## config.mk

```make
export PLATFORM = sky130hd
export DESIGN_NAME = rx_initiated_point_test_tx_flat
export DESIGN_NICKNAME = d
export VERILOG_FILES = /design/src/rtl/rx_initiated_point_test_tx_if.sv /design/src/rtl/rx_initiated_point_test_tx.sv /design/src/flat_wrapper.sv
export SDC_FILE = /design/constraint.sdc
export NUM_CORES = 1
export LEC_CHECK = 0
export BUFFER_PORTS_ARGS = -buffer_cell sky130_fd_sc_hd__buf_2
export CORE_MARGIN = 2
export CORE_UTILIZATION = 45
export DETAILED_ROUTE_END_ITERATION = 12
export PLACE_DENSITY_LB_ADDON = 0.25
export SETUP_SLACK_MARGIN = 0.02
export SYNTH_ARGS = -nofsm -noshare
export SYNTH_HDL_FRONTEND = slang
export SYNTH_SLANG_ARGS = --single-unit
```

## constraint.sdc

```tcl
create_clock -name i_clk -period 2.6 [get_ports i_clk]
set_input_delay 0.78 -clock i_clk [delete_from_list [all_inputs] [get_ports i_clk]]
set_output_delay 0.78 -clock i_clk [all_outputs]
set_load 0.05 [all_outputs]
```

## src/rtl/rx_initiated_point_test_tx_if.sv

```systemverilog
// Sideband wrapper bundle between the D2C point-test initiator and the SB encoder/decoder.
interface rx_initiated_point_test_tx_if #(
    parameter int unsigned SB_MSG_WIDTH = 4
);
    logic [SB_MSG_WIDTH-1:0] i_decoded_SB_msg;
    logic                    i_SB_Busy;
    logic                    i_falling_edge_busy;
    logic                    i_rx_valid;
    logic [SB_MSG_WIDTH-1:0] o_encoded_SB_msg_tx;
    logic                    o_valid_tx;

    // Initiator side: issues requests, observes decoded partner messages.
    modport master (
        input  i_decoded_SB_msg,
        input  i_SB_Busy,
        input  i_falling_edge_busy,
        input  i_rx_valid,
        output o_encoded_SB_msg_tx,
        output o_valid_tx
    );

    // Wrapper side: consumes requests, supplies status and decoded messages.
    modport slave (
        output i_decoded_SB_msg,
        output i_SB_Busy,
        output i_falling_edge_busy,
        output i_rx_valid,
        input  o_encoded_SB_msg_tx,
        input  o_valid_tx
    );
endinterface

```

## src/rtl/rx_initiated_point_test_tx.sv

```systemverilog
// Initiator of the Rx-initiated data-to-clock point test sideband exchange.
module rx_initiated_point_test_tx #(
    parameter int unsigned SB_MSG_WIDTH   = 4,
    parameter int unsigned CNT_WIDTH      = 16,
    parameter int unsigned PATTERN_CYCLES = 4096,
    parameter int unsigned TIMEOUT_CYCLES = 65535
) (
    input  logic                            i_clk,
    input  logic                            i_rst_n,
    input  logic                            i_tx_d2c_pt_en,
    input  logic                            i_datavref_or_valvref,
    rx_initiated_point_test_tx_if.master    sb,
    output logic [1:0]                      o_mainband_pattern_generator_cw,
    output logic                            o_valid_pattern_en,
    output logic                            o_tx_d2c_pt_done_tx,
    output logic                            o_timeout
);

    localparam logic [SB_MSG_WIDTH-1:0] START_REQ       = SB_MSG_WIDTH'(1);
    localparam logic [SB_MSG_WIDTH-1:0] START_RESP      = SB_MSG_WIDTH'(2);
    localparam logic [SB_MSG_WIDTH-1:0] LFSR_CLR_REQ    = SB_MSG_WIDTH'(3);
    localparam logic [SB_MSG_WIDTH-1:0] LFSR_CLR_RESP   = SB_MSG_WIDTH'(4);
    localparam logic [SB_MSG_WIDTH-1:0] COUNT_DONE_REQ  = SB_MSG_WIDTH'(5);
    localparam logic [SB_MSG_WIDTH-1:0] COUNT_DONE_RESP = SB_MSG_WIDTH'(6);
    localparam logic [SB_MSG_WIDTH-1:0] END_REQ         = SB_MSG_WIDTH'(7);
    localparam logic [SB_MSG_WIDTH-1:0] END_RESP        = SB_MSG_WIDTH'(8);

    localparam logic [CNT_WIDTH-1:0] PAT_LAST = CNT_WIDTH'(PATTERN_CYCLES - 1);
    localparam logic [CNT_WIDTH-1:0] TMO_LAST = CNT_WIDTH'(TIMEOUT_CYCLES - 1);

    localparam logic [1:0] CW_IDLE  = 2'b00;
    localparam logic [1:0] CW_CLEAR = 2'b01;
    localparam logic [1:0] CW_LFSR  = 2'b10;

    localparam logic [3:0] IDLE                 = 4'd0;
    localparam logic [3:0] SEND_START_REQ       = 4'd1;
    localparam logic [3:0] WAIT_START_RESP      = 4'd2;
    localparam logic [3:0] SEND_LFSR_CLR_REQ    = 4'd3;
    localparam logic [3:0] WAIT_LFSR_CLR_RESP   = 4'd4;
    localparam logic [3:0] SEND_PATTERN         = 4'd5;
    localparam logic [3:0] SEND_COUNT_DONE_REQ  = 4'd6;
    localparam logic [3:0] WAIT_COUNT_DONE_RESP = 4'd7;
    localparam logic [3:0] SEND_END_REQ         = 4'd8;
    localparam logic [3:0] WAIT_END_RESP        = 4'd9;
    localparam logic [3:0] TEST_FINISHED        = 4'd10;
    localparam logic [3:0] TIMEOUT              = 4'd11;

    logic [3:0]              state_q;
    logic [3:0]              next_state_c;
    logic [CNT_WIDTH-1:0]    pat_cnt_q;
    logic [CNT_WIDTH-1:0]    tmo_cnt_q;
    logic [SB_MSG_WIDTH-1:0] code_q;
    logic                    valid_q;
    logic                    pending_q;
    logic                    is_wait_c;
    logic [SB_MSG_WIDTH-1:0] exp_resp_c;
    logic                    resp_ok_c;
    logic                    tmo_hit_c;
    logic                    sb_done_c;
    logic                    entering_c;
    logic                    next_is_send_c;

    assign sb.o_encoded_SB_msg_tx = code_q;
    assign sb.o_valid_tx          = valid_q;

    // Expected partner response for the current wait state.
    always_comb begin
        is_wait_c  = 1'b0;
        exp_resp_c = '0;
        case (state_q)
            WAIT_START_RESP:      begin is_wait_c = 1'b1; exp_resp_c = START_RESP;      end
            WAIT_LFSR_CLR_RESP:   begin is_wait_c = 1'b1; exp_resp_c = LFSR_CLR_RESP;   end
            WAIT_COUNT_DONE_RESP: begin is_wait_c = 1'b1; exp_resp_c = COUNT_DONE_RESP; end
            WAIT_END_RESP:        begin is_wait_c = 1'b1; exp_resp_c = END_RESP;        end
            default: ;
        endcase
    end

    assign resp_ok_c  = is_wait_c && (sb.i_decoded_SB_msg == exp_resp_c);
    assign tmo_hit_c  = is_wait_c && (tmo_cnt_q == TMO_LAST);
    assign sb_done_c  = sb.i_falling_edge_busy && !sb.i_rx_valid;
    assign entering_c = (next_state_c != state_q);
    assign next_is_send_c = (next_state_c == SEND_START_REQ)      ||
                            (next_state_c == SEND_LFSR_CLR_REQ)   ||
                            (next_state_c == SEND_COUNT_DONE_REQ) ||
                            (next_state_c == SEND_END_REQ);

    // State register.
    always_ff @(posedge i_clk or negedge i_rst_n) begin
        if (!i_rst_n) state_q <= IDLE;
        else          state_q <= next_state_c;
    end

    // Next-state logic; a dropped enable overrides every other transition.
    always_comb begin
        next_state_c = state_q;
        if (state_q != IDLE && !i_tx_d2c_pt_en) begin
            next_state_c = IDLE;
        end else begin
            case (state_q)
                IDLE:                 if (i_tx_d2c_pt_en) next_state_c = SEND_START_REQ;
                SEND_START_REQ:       if (sb_done_c) next_state_c = WAIT_START_RESP;
                WAIT_START_RESP:      if (resp_ok_c) next_state_c = SEND_LFSR_CLR_REQ;
                                      else if (tmo_hit_c) next_state_c = TIMEOUT;
                SEND_LFSR_CLR_REQ:    if (sb_done_c) next_state_c = WAIT_LFSR_CLR_RESP;
                WAIT_LFSR_CLR_RESP:   if (resp_ok_c) next_state_c = SEND_PATTERN;
                                      else if (tmo_hit_c) next_state_c = TIMEOUT;
                SEND_PATTERN:         if (pat_cnt_q == PAT_LAST) next_state_c = SEND_COUNT_DONE_REQ;
                SEND_COUNT_DONE_REQ:  if (sb_done_c) next_state_c = WAIT_COUNT_DONE_RESP;
                WAIT_COUNT_DONE_RESP: if (resp_ok_c) next_state_c = SEND_END_REQ;
                                      else if (tmo_hit_c) next_state_c = TIMEOUT;
                SEND_END_REQ:         if (sb_done_c) next_state_c = WAIT_END_RESP;
                WAIT_END_RESP:        if (resp_ok_c) next_state_c = TEST_FINISHED;
                                      else if (tmo_hit_c) next_state_c = TIMEOUT;
                TEST_FINISHED:        next_state_c = TEST_FINISHED;
                TIMEOUT:              next_state_c = TIMEOUT;
                default:              next_state_c = IDLE;
            endcase
        end
    end

    // Pattern-burst and response-timeout counters; both restart on any state change.
    always_ff @(posedge i_clk or negedge i_rst_n) begin
        if (!i_rst_n) begin
            pat_cnt_q <= '0;
            tmo_cnt_q <= '0;
        end else begin
            pat_cnt_q <= (state_q == SEND_PATTERN && !entering_c) ? pat_cnt_q + 1'b1 : '0;
            tmo_cnt_q <= (is_wait_c && !entering_c) ? tmo_cnt_q + 1'b1 : '0;
        end
    end

    // Registered outputs, updated on the transition edges; IDLE clears everything.
    always_ff @(posedge i_clk or negedge i_rst_n) begin
        if (!i_rst_n) begin
            code_q                          <= '0;
            valid_q                         <= 1'b0;
            pending_q                       <= 1'b0;
            o_mainband_pattern_generator_cw <= CW_IDLE;
            o_valid_pattern_en              <= 1'b0;
            o_tx_d2c_pt_done_tx             <= 1'b0;
            o_timeout                       <= 1'b0;
        end else if (next_state_c == IDLE) begin
            code_q                          <= '0;
            valid_q                         <= 1'b0;
            pending_q                       <= 1'b0;
            o_mainband_pattern_generator_cw <= CW_IDLE;
            o_valid_pattern_en              <= 1'b0;
            o_tx_d2c_pt_done_tx             <= 1'b0;
            o_timeout                       <= 1'b0;
        end else begin
            if (entering_c && state_q == SEND_PATTERN) begin
                o_mainband_pattern_generator_cw <= CW_IDLE;
                o_valid_pattern_en              <= 1'b0;
            end
            if (entering_c) begin
                case (next_state_c)
                    SEND_START_REQ: code_q <= START_REQ;
                    SEND_LFSR_CLR_REQ: begin
                        code_q <= LFSR_CLR_REQ;
                        if (!i_datavref_or_valvref) o_mainband_pattern_generator_cw <= CW_CLEAR;
                    end
                    SEND_PATTERN: begin
                        if (!i_datavref_or_valvref) o_mainband_pattern_generator_cw <= CW_LFSR;
                        else                        o_valid_pattern_en              <= 1'b1;
                    end
                    SEND_COUNT_DONE_REQ: code_q <= COUNT_DONE_REQ;
                    SEND_END_REQ:        code_q <= END_REQ;
                    TEST_FINISHED:       o_tx_d2c_pt_done_tx <= 1'b1;
                    TIMEOUT: begin
                        o_timeout                       <= 1'b1;
                        o_mainband_pattern_generator_cw <= CW_IDLE;
                        o_valid_pattern_en              <= 1'b0;
                    end
                    default: ;
                endcase
            end
            // Valid handshake: immediate when the SB is idle, otherwise deferred.
            if (valid_q) pending_q <= 1'b0;
            if (entering_c && next_is_send_c) begin
                if (!sb.i_SB_Busy) valid_q   <= 1'b1;
                else               pending_q <= 1'b1;
            end else if (pending_q && !sb.i_SB_Busy && !sb.i_rx_valid) begin
                valid_q <= 1'b1;
            end
            if (sb_done_c) valid_q <= 1'b0;
        end
    end

endmodule

```

## src/flat_wrapper.sv

```systemverilog
// flat-port wrapper written by rule: the top's interface ports become plain ports
module rx_initiated_point_test_tx_flat 
#(
    parameter int unsigned SB_MSG_WIDTH   = 4,
    parameter int unsigned CNT_WIDTH      = 16,
    parameter int unsigned PATTERN_CYCLES = 4096,
    parameter int unsigned TIMEOUT_CYCLES = 65535
)
  (i_clk, i_rst_n, i_tx_d2c_pt_en, i_datavref_or_valvref, o_mainband_pattern_generator_cw, o_valid_pattern_en, o_tx_d2c_pt_done_tx, o_timeout, sb_i_decoded_SB_msg, sb_i_SB_Busy, sb_i_falling_edge_busy, sb_i_rx_valid, sb_o_encoded_SB_msg_tx, sb_o_valid_tx);
  rx_initiated_point_test_tx_if #(.SB_MSG_WIDTH(SB_MSG_WIDTH)) sb_i ();
  input  logic i_clk;
  input  logic i_rst_n;
  input  logic i_tx_d2c_pt_en;
  input  logic i_datavref_or_valvref;
  output logic [1:0] o_mainband_pattern_generator_cw;
  output logic o_valid_pattern_en;
  output logic o_tx_d2c_pt_done_tx;
  output logic o_timeout;
  input wire logic [$bits(sb_i.i_decoded_SB_msg)-1:0] sb_i_decoded_SB_msg;
  input wire logic [$bits(sb_i.i_SB_Busy)-1:0] sb_i_SB_Busy;
  input wire logic [$bits(sb_i.i_falling_edge_busy)-1:0] sb_i_falling_edge_busy;
  input wire logic [$bits(sb_i.i_rx_valid)-1:0] sb_i_rx_valid;
  output wire logic [$bits(sb_i.o_encoded_SB_msg_tx)-1:0] sb_o_encoded_SB_msg_tx;
  output wire logic [$bits(sb_i.o_valid_tx)-1:0] sb_o_valid_tx;
  assign sb_i.i_decoded_SB_msg = sb_i_decoded_SB_msg;
  assign sb_i.i_SB_Busy = sb_i_SB_Busy;
  assign sb_i.i_falling_edge_busy = sb_i_falling_edge_busy;
  assign sb_i.i_rx_valid = sb_i_rx_valid;
  assign sb_o_encoded_SB_msg_tx = sb_i.o_encoded_SB_msg_tx;
  assign sb_o_valid_tx = sb_i.o_valid_tx;
  rx_initiated_point_test_tx #(.SB_MSG_WIDTH(SB_MSG_WIDTH), .CNT_WIDTH(CNT_WIDTH), .PATTERN_CYCLES(PATTERN_CYCLES), .TIMEOUT_CYCLES(TIMEOUT_CYCLES)) u_core (.i_clk(i_clk), .i_rst_n(i_rst_n), .i_tx_d2c_pt_en(i_tx_d2c_pt_en), .i_datavref_or_valvref(i_datavref_or_valvref), .sb(sb_i), .o_mainband_pattern_generator_cw(o_mainband_pattern_generator_cw), .o_valid_pattern_en(o_valid_pattern_en), .o_tx_d2c_pt_done_tx(o_tx_d2c_pt_done_tx), .o_timeout(o_timeout));
endmodule
```

==> qor.txt <==
Final worst slack - -284 ps
Synth warn - 0
Asr flop ratio synth - 1.00
Initial Utilization - 0.463
DRC - 0
Layout cell share with drive strength beyond 1 - 0.425
CP max FO - 14
Clk buf depth - 2
Die Area - 0.00716 mm2
Sequential area share after synthesis - 0.394
Worst EP required - 2820 ps
Antenna diodes - 0
Synthesized area - 0.00292 mm2
Maxcap violations - 0
Synth top area share - 0.394
Leak - 1.84 nW
RSZ-0062 raised after global routing - true
Filler Cells Inserted - 506
H-Tree Depth - 2
XOR/XNOR Fraction of Synth Area - 0.0958
GR Util All Layers - 0.235
Most used flip-flop cell after synthesis - dfrtp_1
Detail Placement HPWL - 5400 um
Mux contribution to synthesized area - 0.0175
Final Hold Violating Endpoints - 0
Synth Area in Simple Gates - 0.283
# nets final - 453
Post-route insts no fill - 517
Largest net degree at the start of global routing - 29
Cts bufs inserted - 5
Status - finished, violations left
Root buffer cell - clkbuf_8
Type of the most critical hold path - in -> async
Crit path arrival time - 3100 ps
Failing checks - negative setup slack
Dpl cells - 493
Crit-path leading delay family - compound AO/OA/AOI/OAI gates
ANT nets after route - 0
Core box area - 0.00631 mm2
Final GP Congestion - 0.921
Routed wire length - 8420 um
Site Rows - 29
Iteration-0 DRC Markers - 165
Maximum VDD drop - 423 uV
Startpoint types - register
I/O pins - 21
TritonCTS clock tree - yes
Initial antenna violation count - 0
Synth cell count leaders - 50 x nor2_1, 46 x dfrtp_1, 24 x nand2_1
Synth Net Count - 346
Worst-Skew Late Latency - 310 ps
Post-DR wirelength/cell - 16.3 um
Least-Margin Pin Slew - 637 ps
Fmax - 347 MHz
CP dominant cell by count - buf_4
Yosys cell types - 64
Die H - 84.6 um
CTS Hold Bufs - 0
Number of global-route vias before repair - 2967
Via density per instance - 5.69
Max Transition Viols Final - 0
Synth Register Bits - 46
Largest family of logic cells by synthesized area - simple AND/OR/NAND/NOR gates
Number of synthesized flops with an enable pin - 0
First-pass GRT wire length - 13700 um
Rel. slew slack - 0.575
TritonRoute pass-1 iters - 8
Slowest stage cell, crit path - dfrtp_1
GRT overflow - 0
Synth top area cells - dfrtp_1 39%, nor2_1 6.4%, xor2_1 6.3%
Worst path cell trace - buf_4, nor2b_2, nand2_1, a311oi_4, buf_4, nor3_2, a21oi_2, buf_4, nand3_1, or3_4, a211oi_2
Minimum clock period - 2880 ps
Slowest stage delay, CP - 470 ps
TritonCTS Sinks - 46
Area Growth Syn to Fin - 45.9%
Vias - 2943
Chip Width - 84.6 um
Critical path capture point type - register
Sum Neg Setup Slack - -5800 ps
CP Buf/Inv Count - 3
Clk pin slew, worst setup/hold paths - 100 ps
Largest area contributor in the netlist - dfrtp_1
Syn Inst Count - 332
Power Dens Cells - 770 mW/mm2
Synth Area per Inst - 8.81 um2
# setup viols final - 41
Final period util - 1.11
IO Port Bufs - 19
Final Skew - 16.0 ps
Kind of critical path - reg -> reg
Synth Area in Compound Gates - 0.154
Most frequent cell after synthesis - nor2_1
Adder-cell share of the synthesized area - 0.0128
==> worst register-to-register path: stages (launching register included) <==
cell and delay [ps]:
dfrtp_1 470, buf_4 230, nor2b_2 170, nand2_1 110, a311oi_4 350, buf_4 180
nor3_2 40, a21oi_2 290, buf_4 190, nand3_1 90, or3_4 400, a211oi_2 270
==> report_power, final <==
part | internal, mW | switching (mW) | total, mW | leakage [nW]
Clock | 0.190 | 0.253 | 0.443 | 0.0452
Sequential | 0.773 | 0.0494 | 0.822 | 0.636
Combinational | 0.935 | 1.08 | 2.02 | 1.16
==> final cells by class <==
cell class / count / area (um2) / area share
Inverter: 10 / 37.5 / 0.00880
Sequential cell: 46 / 1150 / 0.270
Clock buffer: 6 / 72.6 / 0.0170
Multi-Input combinational cell: 259 / 2020 / 0.474
Tap cell: 77 / 96.3 / 0.0226
Clock inverter: 2 / 13.8 / 0.00323
Timing Repair Buffer: 117 / 871 / 0.204
==> through the flow <==
| step | total power, mW | cell area, um2 | utilization | hold slack [ps] | setup WS (ps) |
|---|---|---|---|---|---|
| finish | 3.28 | 4270 | 0.676 | 488 | -284 |
| global route | 3.46 | 4270 | 0.676 | 521 | -362 |
| CTS | 3.09 | 4080 | 0.646 | 502 | -169 |
| detailed placement | 2.26 | 3720 | 0.590 | 482 | -451 |
| global placement | 2.24 | 3720 | 0.590 | 471 | -380 |
| floorplan | 1.72 | 3020 | - | 469 | -179 |
==> path summary, 6_finish.rpt <==
kind,startpoint,endpoint,slack [ps],cells past startpoint
min reg2reg,u_core.sb.o_encoded_SB_msg_tx[0]$_DFFE_PN0P_,u_core.sb.o_encoded_SB_msg_tx[0]$_DFFE_PN0P_,500,1
max,u_core.state_q[2]$_DFF_PN0_,u_core.o_valid_pattern_en$_DFF_PN0_,-280,11
max reg2reg,u_core.state_q[2]$_DFF_PN0_,u_core.o_valid_pattern_en$_DFF_PN0_,-280,11
min in group i_clk,u_core.sb.o_encoded_SB_msg_tx[0]$_DFFE_PN0P_,u_core.sb.o_encoded_SB_msg_tx[0]$_DFFE_PN0P_,500,1
max in group asynchronous,i_rst_n,u_core.state_q[0]$_DFF_PN0_,1500,2
min,i_rst_n,u_core.o_valid_pattern_en$_DFF_PN0_,490,1
==> kinds of logic (layout without fill, tap and decap cells) <==
logic type / count (synthesis) / after routing
and+or+nand+nor: 158 / 159
adders and majority gates: 3 / 3
buffers and inverters: 28 / 135
xor gates and xnor gates: 32 / 32
DFF: 46 / 46
muxes: 5 / 5
AOI/OAI and AO/OA: 59 / 59
other: 1 / 1
==> per-layer routing <==
metal	up-vias	global-route usage	part of all wire
li1	1383	-	-
met4	0	0.0750	0.042
met5	-	0	0
met2	123	0.411	0.50
met3	44	0.0482	0.058
met1	1393	0.289	0.40
==> sequential cells by signal, indices dropped and copies added (netlist names) <==
name	flops
u_core.sb.o_valid_tx	1
u_core.pending_q	1
u_core.state_q	4
u_core.tmo_cnt_q	16
u_core.o_valid_pattern_en	1
u_core.o_mainband_pattern_generator_cw	2
u_core.pat_cnt_q	16
u_core.o_tx_d2c_pt_done_tx	1
u_core.sb.o_encoded_SB_msg_tx	3
u_core.o_timeout	1
==> cell usage in the layout (no fill, tap or decap), types with 5 or more instances in the layout <==
cell type  netlist  layout
a21oi_1          9       8
buf_2            8      20
buf_4            2      88
buf_6            0       8
clkbuf_8         0       5
dfrtp_1         46      45
inv_1           10      10
nand2_1         24      23
nand2b_1         8       6
nand3_1         15      14
nand3b_1         6       6
nand4_1         12      12
nor2_1          50      34
nor2_2           0       6
nor2_4           0      10
nor2b_1          9       6
o21ai_0         12      10
xnor2_1         11      11
xor2_1          21      21
==> timing repair <==
action | 4_1_cts | 5_1_grt
gates cloned | 1 | 1
setup endpoints to repair | 41 | 43
gates resized for setup | 38 | 37
pin swaps | 18 | 14
buffers inserted | 12 | 8
(Power assumes the default switching activity.)
